### src/rtl/hazard_pkg.sv
// Shared constants for the WISC hazard scoreboard and the decode pre-decoder.
// Latency: n/a (constants and elaboration-time helpers only).
// Backpressure: n/a.
package hazard_pkg;

    localparam int WB_DIST_DEF  = 3;
    localparam int LD_STALL_DEF = 1;

    typedef logic [4:0] opcode_t;

    // Opcodes the pre-decoder maps onto the register-field/early-read flags.
    localparam opcode_t OP_ST   = 5'b10000;
    localparam opcode_t OP_LD   = 5'b10001;
    localparam opcode_t OP_STU  = 5'b10011;
    localparam opcode_t OP_JR   = 5'b00101;
    localparam opcode_t OP_JAL  = 5'b00110;
    localparam opcode_t OP_JALR = 5'b00111;
    localparam opcode_t OP_LBI  = 5'b11000;
    localparam opcode_t OP_SLBI = 5'b10010;

    // Width of a countdown that must be able to hold wb_dist.
    function automatic int cnt_w(input int wb_dist);
        return (wb_dist < 1) ? 1 : $clog2(wb_dist + 1);
    endfunction

endpackage

### src/rtl/hazard_sb_entry.sv
// One register's in-flight-write countdown plus its "producer is a load" flag.
// Latency: set/decrement take effect on the next clock edge.
// Backpressure: hold freezes the entry completely (global memory stall).
module hazard_sb_entry #(
    parameter int WB_DIST = 3,
    parameter int CW      = 2
) (
    input  logic          clk,
    input  logic          rst_n,
    input  logic          hold,
    input  logic          set,
    input  logic          set_ld,
    output logic          busy,
    output logic [CW-1:0] cnt,
    output logic          ld
);

    // Countdown toward regfile write; a new writer restarts it and owns the load flag.
    always_ff @(posedge clk or negedge rst_n) begin
        if (!rst_n) begin
            cnt <= '0;
            ld  <= 1'b0;
        end else if (!hold) begin
            if (set) begin
                cnt <= CW'(WB_DIST);
                ld  <= set_ld;
            end else if (cnt != '0) begin
                cnt <= cnt - 1'b1;
                if (cnt == CW'(1)) begin
                    ld <= 1'b0;
                end
            end
        end
    end

    assign busy = (cnt != '0);

endmodule

### src/rtl/hazard_scoreboard.sv
// Scoreboard hazard unit beside IF/ID: decode stall on pending writes, flush on redirect.
// Latency: stall/flush outputs are combinational on current state and inputs.
// Backpressure: mem_stall freezes all state; stall_decode holds PC and IF/ID.
module hazard_scoreboard
    import hazard_pkg::*;
#(
    parameter int NREG      = 8,
    parameter int AW        = $clog2(NREG),
    parameter int WB_DIST   = WB_DIST_DEF,
    parameter int LD_STALL  = LD_STALL_DEF,
    parameter int RF_BYPASS = 1,
    parameter int KILL_CYC  = 1
) (
    input  logic            clk,
    input  logic            rst_n,
    input  logic            id_valid,
    input  logic [AW-1:0]   id_rs,
    input  logic [AW-1:0]   id_rt,
    input  logic            id_rs_vld,
    input  logic            id_rt_vld,
    input  logic            id_rs_early,
    input  logic            id_rd_early,
    input  logic [AW-1:0]   id_dst,
    input  logic            id_dst_vld,
    input  logic            id_is_load,
    input  logic            mem_stall,
    input  logic            redirect,
    output logic            stall_decode,
    output logic            flush_fetch,
    output logic            flush_decode,
    output logic [NREG-1:0] sb_busy
);

    localparam int CW     = cnt_w(WB_DIST);
    localparam int KW     = (KILL_CYC < 1) ? 1 : $clog2(KILL_CYC + 1);
    // A load's value is forwardable to EX once its count drops to this level.
    localparam int EX_THR = WB_DIST - LD_STALL;

    logic [CW-1:0]   cnt_q [NREG];
    logic [NREG-1:0] ld_q;
    logic [KW-1:0]   kill_q;
    logic            hazard;
    logic            issue;

    // Source-operand hazards against the scoreboard, only for a real decode instruction.
    always_comb begin
        hazard = 1'b0;
        if (id_rs_vld && ld_q[id_rs] && (int'(cnt_q[id_rs]) > EX_THR)) begin
            hazard = 1'b1;
        end
        if (id_rt_vld && ld_q[id_rt] && (int'(cnt_q[id_rt]) > EX_THR)) begin
            hazard = 1'b1;
        end
        if (id_rs_early && (int'(cnt_q[id_rs]) > RF_BYPASS)) begin
            hazard = 1'b1;
        end
        if (id_rd_early && (int'(cnt_q[id_dst]) > RF_BYPASS)) begin
            hazard = 1'b1;
        end
        hazard = hazard & id_valid;
    end

    assign flush_fetch  = redirect;
    assign flush_decode = redirect | (kill_q != '0);
    // A squashed instruction never stalls: the redirect outranks it.
    assign stall_decode = hazard & ~flush_decode;
    assign issue        = id_valid & ~stall_decode & ~flush_decode & ~redirect & ~mem_stall;

    // Keep decode squashed for KILL_CYC cycles after a redirect, frozen by mem_stall.
    always_ff @(posedge clk or negedge rst_n) begin
        if (!rst_n) begin
            kill_q <= '0;
        end else if (!mem_stall) begin
            if (redirect) begin
                kill_q <= KW'(KILL_CYC);
            end else if (kill_q != '0) begin
                kill_q <= kill_q - 1'b1;
            end
        end
    end

    for (genvar g = 0; g < NREG; g++) begin : g_entry
        hazard_sb_entry #(
            .WB_DIST (WB_DIST),
            .CW      (CW)
        ) u_entry (
            .clk    (clk),
            .rst_n  (rst_n),
            .hold   (mem_stall),
            .set    (issue & id_dst_vld & (id_dst == AW'(g))),
            .set_ld (id_is_load),
            .busy   (sb_busy[g]),
            .cnt    (cnt_q[g]),
            .ld     (ld_q[g])
        );
    end

endmodule

### config.mk
export PLATFORM = sky130hd
export DESIGN_NAME = hazard_scoreboard
export DESIGN_NICKNAME = d
export VERILOG_FILES = /design/src/rtl/hazard_pkg.sv /design/src/rtl/hazard_sb_entry.sv /design/src/rtl/hazard_scoreboard.sv
export SDC_FILE = /design/constraint.sdc
export NUM_CORES = 1
export LEC_CHECK = 0
export BUFFER_PORTS_ARGS = -buffer_cell sky130_fd_sc_hd__buf_2
export CORE_MARGIN = 1.5
export CORE_UTILIZATION = 41
export CTS_BUF_LIST = sky130_fd_sc_hd__clkbuf_8 sky130_fd_sc_hd__clkbuf_16
export CTS_CLUSTER_SIZE = 24
export DETAILED_ROUTE_END_ITERATION = 6
export GPL_ROUTABILITY_DRIVEN = 0
export PLACE_DENSITY = 0.72
export SYNTH_ARGS = -nofsm -noshare
export SYNTH_HDL_FRONTEND = slang
export SYNTH_HIERARCHICAL = 1
export SYNTH_SLANG_ARGS = --single-unit
export TNS_END_PERCENT = 10
### constraint.sdc
create_clock -name clk -period 4.2 [get_ports clk]
set_input_delay 0.63 -clock clk [delete_from_list [all_inputs] [get_ports clk]]
set_output_delay 0.63 -clock clk [all_outputs]
set_load 0.005 [all_outputs]
==> impl_metrics.sql <==
INSERT INTO impl_metrics (metric_group, metric, value, unit) VALUES
('timing', 'final-setup-viol-count', '0', ''),
('critical_path', 'reg2reg_setup_slack', '1510', 'ps'),
('synth', 'synth-edff-count', '0', ''),
('global_routing', 'first_global_vias', '1625', ''),
('synth', 'synth_cells', '212', ''),
('critical_path', 'critPathLaunchType', 'input pin', ''),
('critical_path', 'worst_r2r_end', 'g_entry[7].u_entry/cnt[1]$_DFFE_PN0P_', ''),
('final_layout', 'proportion_of_layout_cells_with_a_drive_suffix_above_1', '0.1680', ''),
('final_layout', 'utilization', '0.4816', ''),
('outcome', 'outcome', 'finished, final reports clean', ''),
('flow_run', 'cap_violations', '0', ''),
('detailed_routing', 'wirelength', '4574', 'µm'),
('clock_tree', 'worstSkewPairLatency', '270', 'ps'),
('critical_path', 'worst_r2r_path_depth', '7', ''),
('critical_path', 'cp.required', '3570', 'ps'),
('global_routing', 'grt_first_pass_wirelength', '7659', 'µm'),
('synth', 'synth.ff_latch_count', '25', ''),
('timing', 'slew_headroom', '0.4307', ''),
('floorplan', 'die_x', '73.10', 'µm'),
('timing', 'setup_repair_after_global_routing_missed_its_margin', 'no', ''),
('synth', 'asyncSetResetFlopFracSynth', '1.000', ''),
('clock_tree', 'cts_htree_levels', '1', ''),
('detailed_routing', 'antenna_violating_nets_post_route', '0', ''),
('power_and_ir_drop', 'clock_power_share', '0.112', ''),
('power_and_ir_drop', 'p_comb_frac', '0.493', ''),
('critical_path', 'path_max_fanout', '9', ''),
('synth', 'yosys_most_used_dff', 'sky130_fd_sc_hd__dfrtp_1', ''),
('power_and_ir_drop', 'swShare', '0.4277', ''),
('timing', 'fmax', '0.3576', 'GHz'),
('synth', 'yosys_warnings', '6', ''),
('timing', 'report.final.slew_viol_count', '0', ''),
('power_and_ir_drop', 'vdd.ir_drop.worst', '171.4', 'µV'),
('timing', 'setup_tns', '0', 'ps'),
('final_layout', 'finish.cell_count_without_fillers', '311', ''),
('final_layout', 'antenna_fix_cells', '0', ''),
('timing', 'finalHoldViolations', '0', ''),
('final_layout', 'areaGrowthSynthToFinish', '12.92', '%'),
('synth', 'syn_nets', '248', ''),
('critical_path', 'worstReg2RegStart', 'g_entry[7].u_entry/cnt[1]$_DFFE_PN0P_', ''),
('global_routing', 'grt_start_max_net_pins', '51', ''),
('synth', 'synth.cell_area', '2014', 'µm²'),
('placed_design', 'place.detailed.instances', '307', ''),
('power_and_ir_drop', 'cellInternalPower', '745.7', 'µW'),
('min_path', 'worstHoldPathType', 'input pin to async pin', ''),
('synth', 'synth_xor_xnor_area_share', '0', ''),
('power_and_ir_drop', 'power_density_over_cell_area', '572.8', 'nW/µm²'),
('floorplan', 'placeableCoreArea', '4723', 'µm²'),
('critical_path', 'cpMaxStageDelayCell', 'sky130_fd_sc_hd__mux4_2', ''),
('clock_tree', 'cts.sinks', '25', ''),
('critical_path', 'critical-path-top-cell-by-count', 'sky130_fd_sc_hd__buf_2', ''),
('floorplan', 'top_level_ports', '31', ''),
('clock_tree', 'clock-root-buffer', 'sky130_fd_sc_hd__clkbuf_8', ''),
('global_routing', 'antenna_found_initial', '0', ''),
('timing', 'final_critical_path_setup_slack', '1404', 'ps'),
('timing', 'timing.final.crit_period', '2796', 'ps'),
('detailed_routing', 'detailroute.via_count', '1740', ''),
('final_layout', 'design.final.nets', '281', ''),
('detailed_routing', 'dr.first_iter.drc_count', '189', ''),
('timing', 'timing.clock.skew', '1.575', 'ps'),
('floorplan', 'placement_rows', '25', ''),
('global_routing', 'grt_use_total', '0.1814', ''),
('synth', 'average_cell_area_after_synthesis', '9.502', 'µm²'),
('final_layout', 'commonest_cells_after_routing_fill_and_taps_aside', 'sky130_fd_sc_hd__inv_1, sky130_fd_sc_hd__buf_2, sky130_fd_sc_hd__dfrtp_1, sky130_fd_sc_hd__nor2b_1', ''),
('detailed_routing', 'wire_per_inst', '14.71', 'µm'),
('detailed_routing', 'drt_pre_antenna_iters', '4', ''),
('clock_tree', 'clock_edge_transition_at_the_registers_on_the_reported_setup_and_hold_paths', '90', 'ps'),
('floorplan', 'die_area', '5343', 'µm²'),
('synth', 'synth_top_family_by_area', 'simple AND/OR/NAND/NOR gates', ''),
('power_and_ir_drop', 'netSwitchingPower', '557.2', 'µW'),
('clock_tree', 'number_of_buffers_inserted_for_hold_repair_after_clock_tree_synthesis', '0', ''),
('critical_path', 'worstPathArrival', '2170', 'ps');
-- cell usage after synthesis, types with 2 or more instances --
library cell / number / area, µm²
sky130_fd_sc_hd__inv_1: 36 / 135.1
sky130_fd_sc_hd__dfrtp_1: 25 / 625.6
sky130_fd_sc_hd__nor2b_1: 24 / 150.1
sky130_fd_sc_hd__ha_1: 16 / 200.2
sky130_fd_sc_hd__o31ai_1: 16 / 120.1
sky130_fd_sc_hd__nand2_1: 10 / 37.54
sky130_fd_sc_hd__a211oi_1: 9 / 67.56
sky130_fd_sc_hd__nand3b_1: 9 / 67.56
sky130_fd_sc_hd__nor4b_1: 8 / 70.07
sky130_fd_sc_hd__o311ai_1: 8 / 70.07
sky130_fd_sc_hd__nand4_1: 6 / 37.54
sky130_fd_sc_hd__nand4b_1: 6 / 52.55
sky130_fd_sc_hd__nor4_1: 6 / 37.54
sky130_fd_sc_hd__and3_1: 4 / 25.02
sky130_fd_sc_hd__mux4_2: 3 / 67.56
sky130_fd_sc_hd__and3b_1: 2 / 17.52
sky130_fd_sc_hd__nand2b_1: 2 / 12.51
sky130_fd_sc_hd__nand3_1: 2 / 10.01
sky130_fd_sc_hd__nor2_1: 2 / 7.510
sky130_fd_sc_hd__o21ai_0: 2 / 10.01
sky130_fd_sc_hd__o311a_1: 2 / 20.02
-- critical path, delay by kind of cell --
family          cells  cell delay [ps]
compound gates      3              480
simple gates        1              220
mux                 1              520
buf+inv             2              310
-- how the worst max path moves through the flow --
stage	from	endpoint	slack, ps	cells after the start
floorplan	id_rs[1]	g_entry[1].u_entry/cnt[1]$_DFFE_PN0P_	1570	8
global placement	id_dst[0]	g_entry[7].u_entry/cnt[1]$_DFFE_PN0P_	1150	8
detailed placement	id_rs[1]	g_entry[5].u_entry/cnt[1]$_DFFE_PN0P_	1100	8
CTS	id_rs[1]	stall_decode	1390	7
global route	id_dst[0]	g_entry[7].u_entry/cnt[1]$_DFFE_PN0P_	1150	8
finish	id_rs[1]	stall_decode	1400	7
-- kinds of logic after synthesis --
kind of cell,after synthesis
simple gates,86
compound gates,42
buf+inv,38
flops,25
fa+ha+maj,16
mux,5
-- registers in the layout, indices dropped and copies added (netlist names) --
signal               flops
g_entry.u_entry/cnt     16
g_entry.u_entry/ld       8
kill_q                   1
-- stage by stage --
step	hold WS (ps)	power, µW	area (µm²)
floorplan	334.4	960.1	2014
global placement	488.3	1143	2230
detailed placement	495.1	1161	2230
CTS	364.7	1313	2275
global route	380.7	1435	2275
finish	344.2	1303	2275
-- metal layers --
metal | part of all wire | track usage
met1 | 0.47 | 0.2472
met2 | 0.49 | 0.3040
met3 | 0.031 | 0.01934
met4 | 0.011 | 0.05031
met5 | 0 | 0
-- power groups by stage --
stage / Clock [µW] / Sequential [µW] / Combinational [µW]
after floorplan: 0 / 459 / 501
after global placement: 0 / 519 / 624
after detailed placement: 0 / 520 / 641
after CTS: 152 / 516 / 645
after global routing: 160 / 538 / 737
final: 146 / 515 / 642
-- cell type report --
type / instances / area [µm²]
multi-input combinational: 149 / 1235
clock inverter: 1 / 3.754
clock buffer: 3 / 41.29
inverter: 36 / 135.1
sequential: 25 / 625.6
tap: 67 / 83.83
timing repair buffer: 30 / 150.1
fill: 445 / 2449
Note: power is estimated with default switching activity, not from simulation.
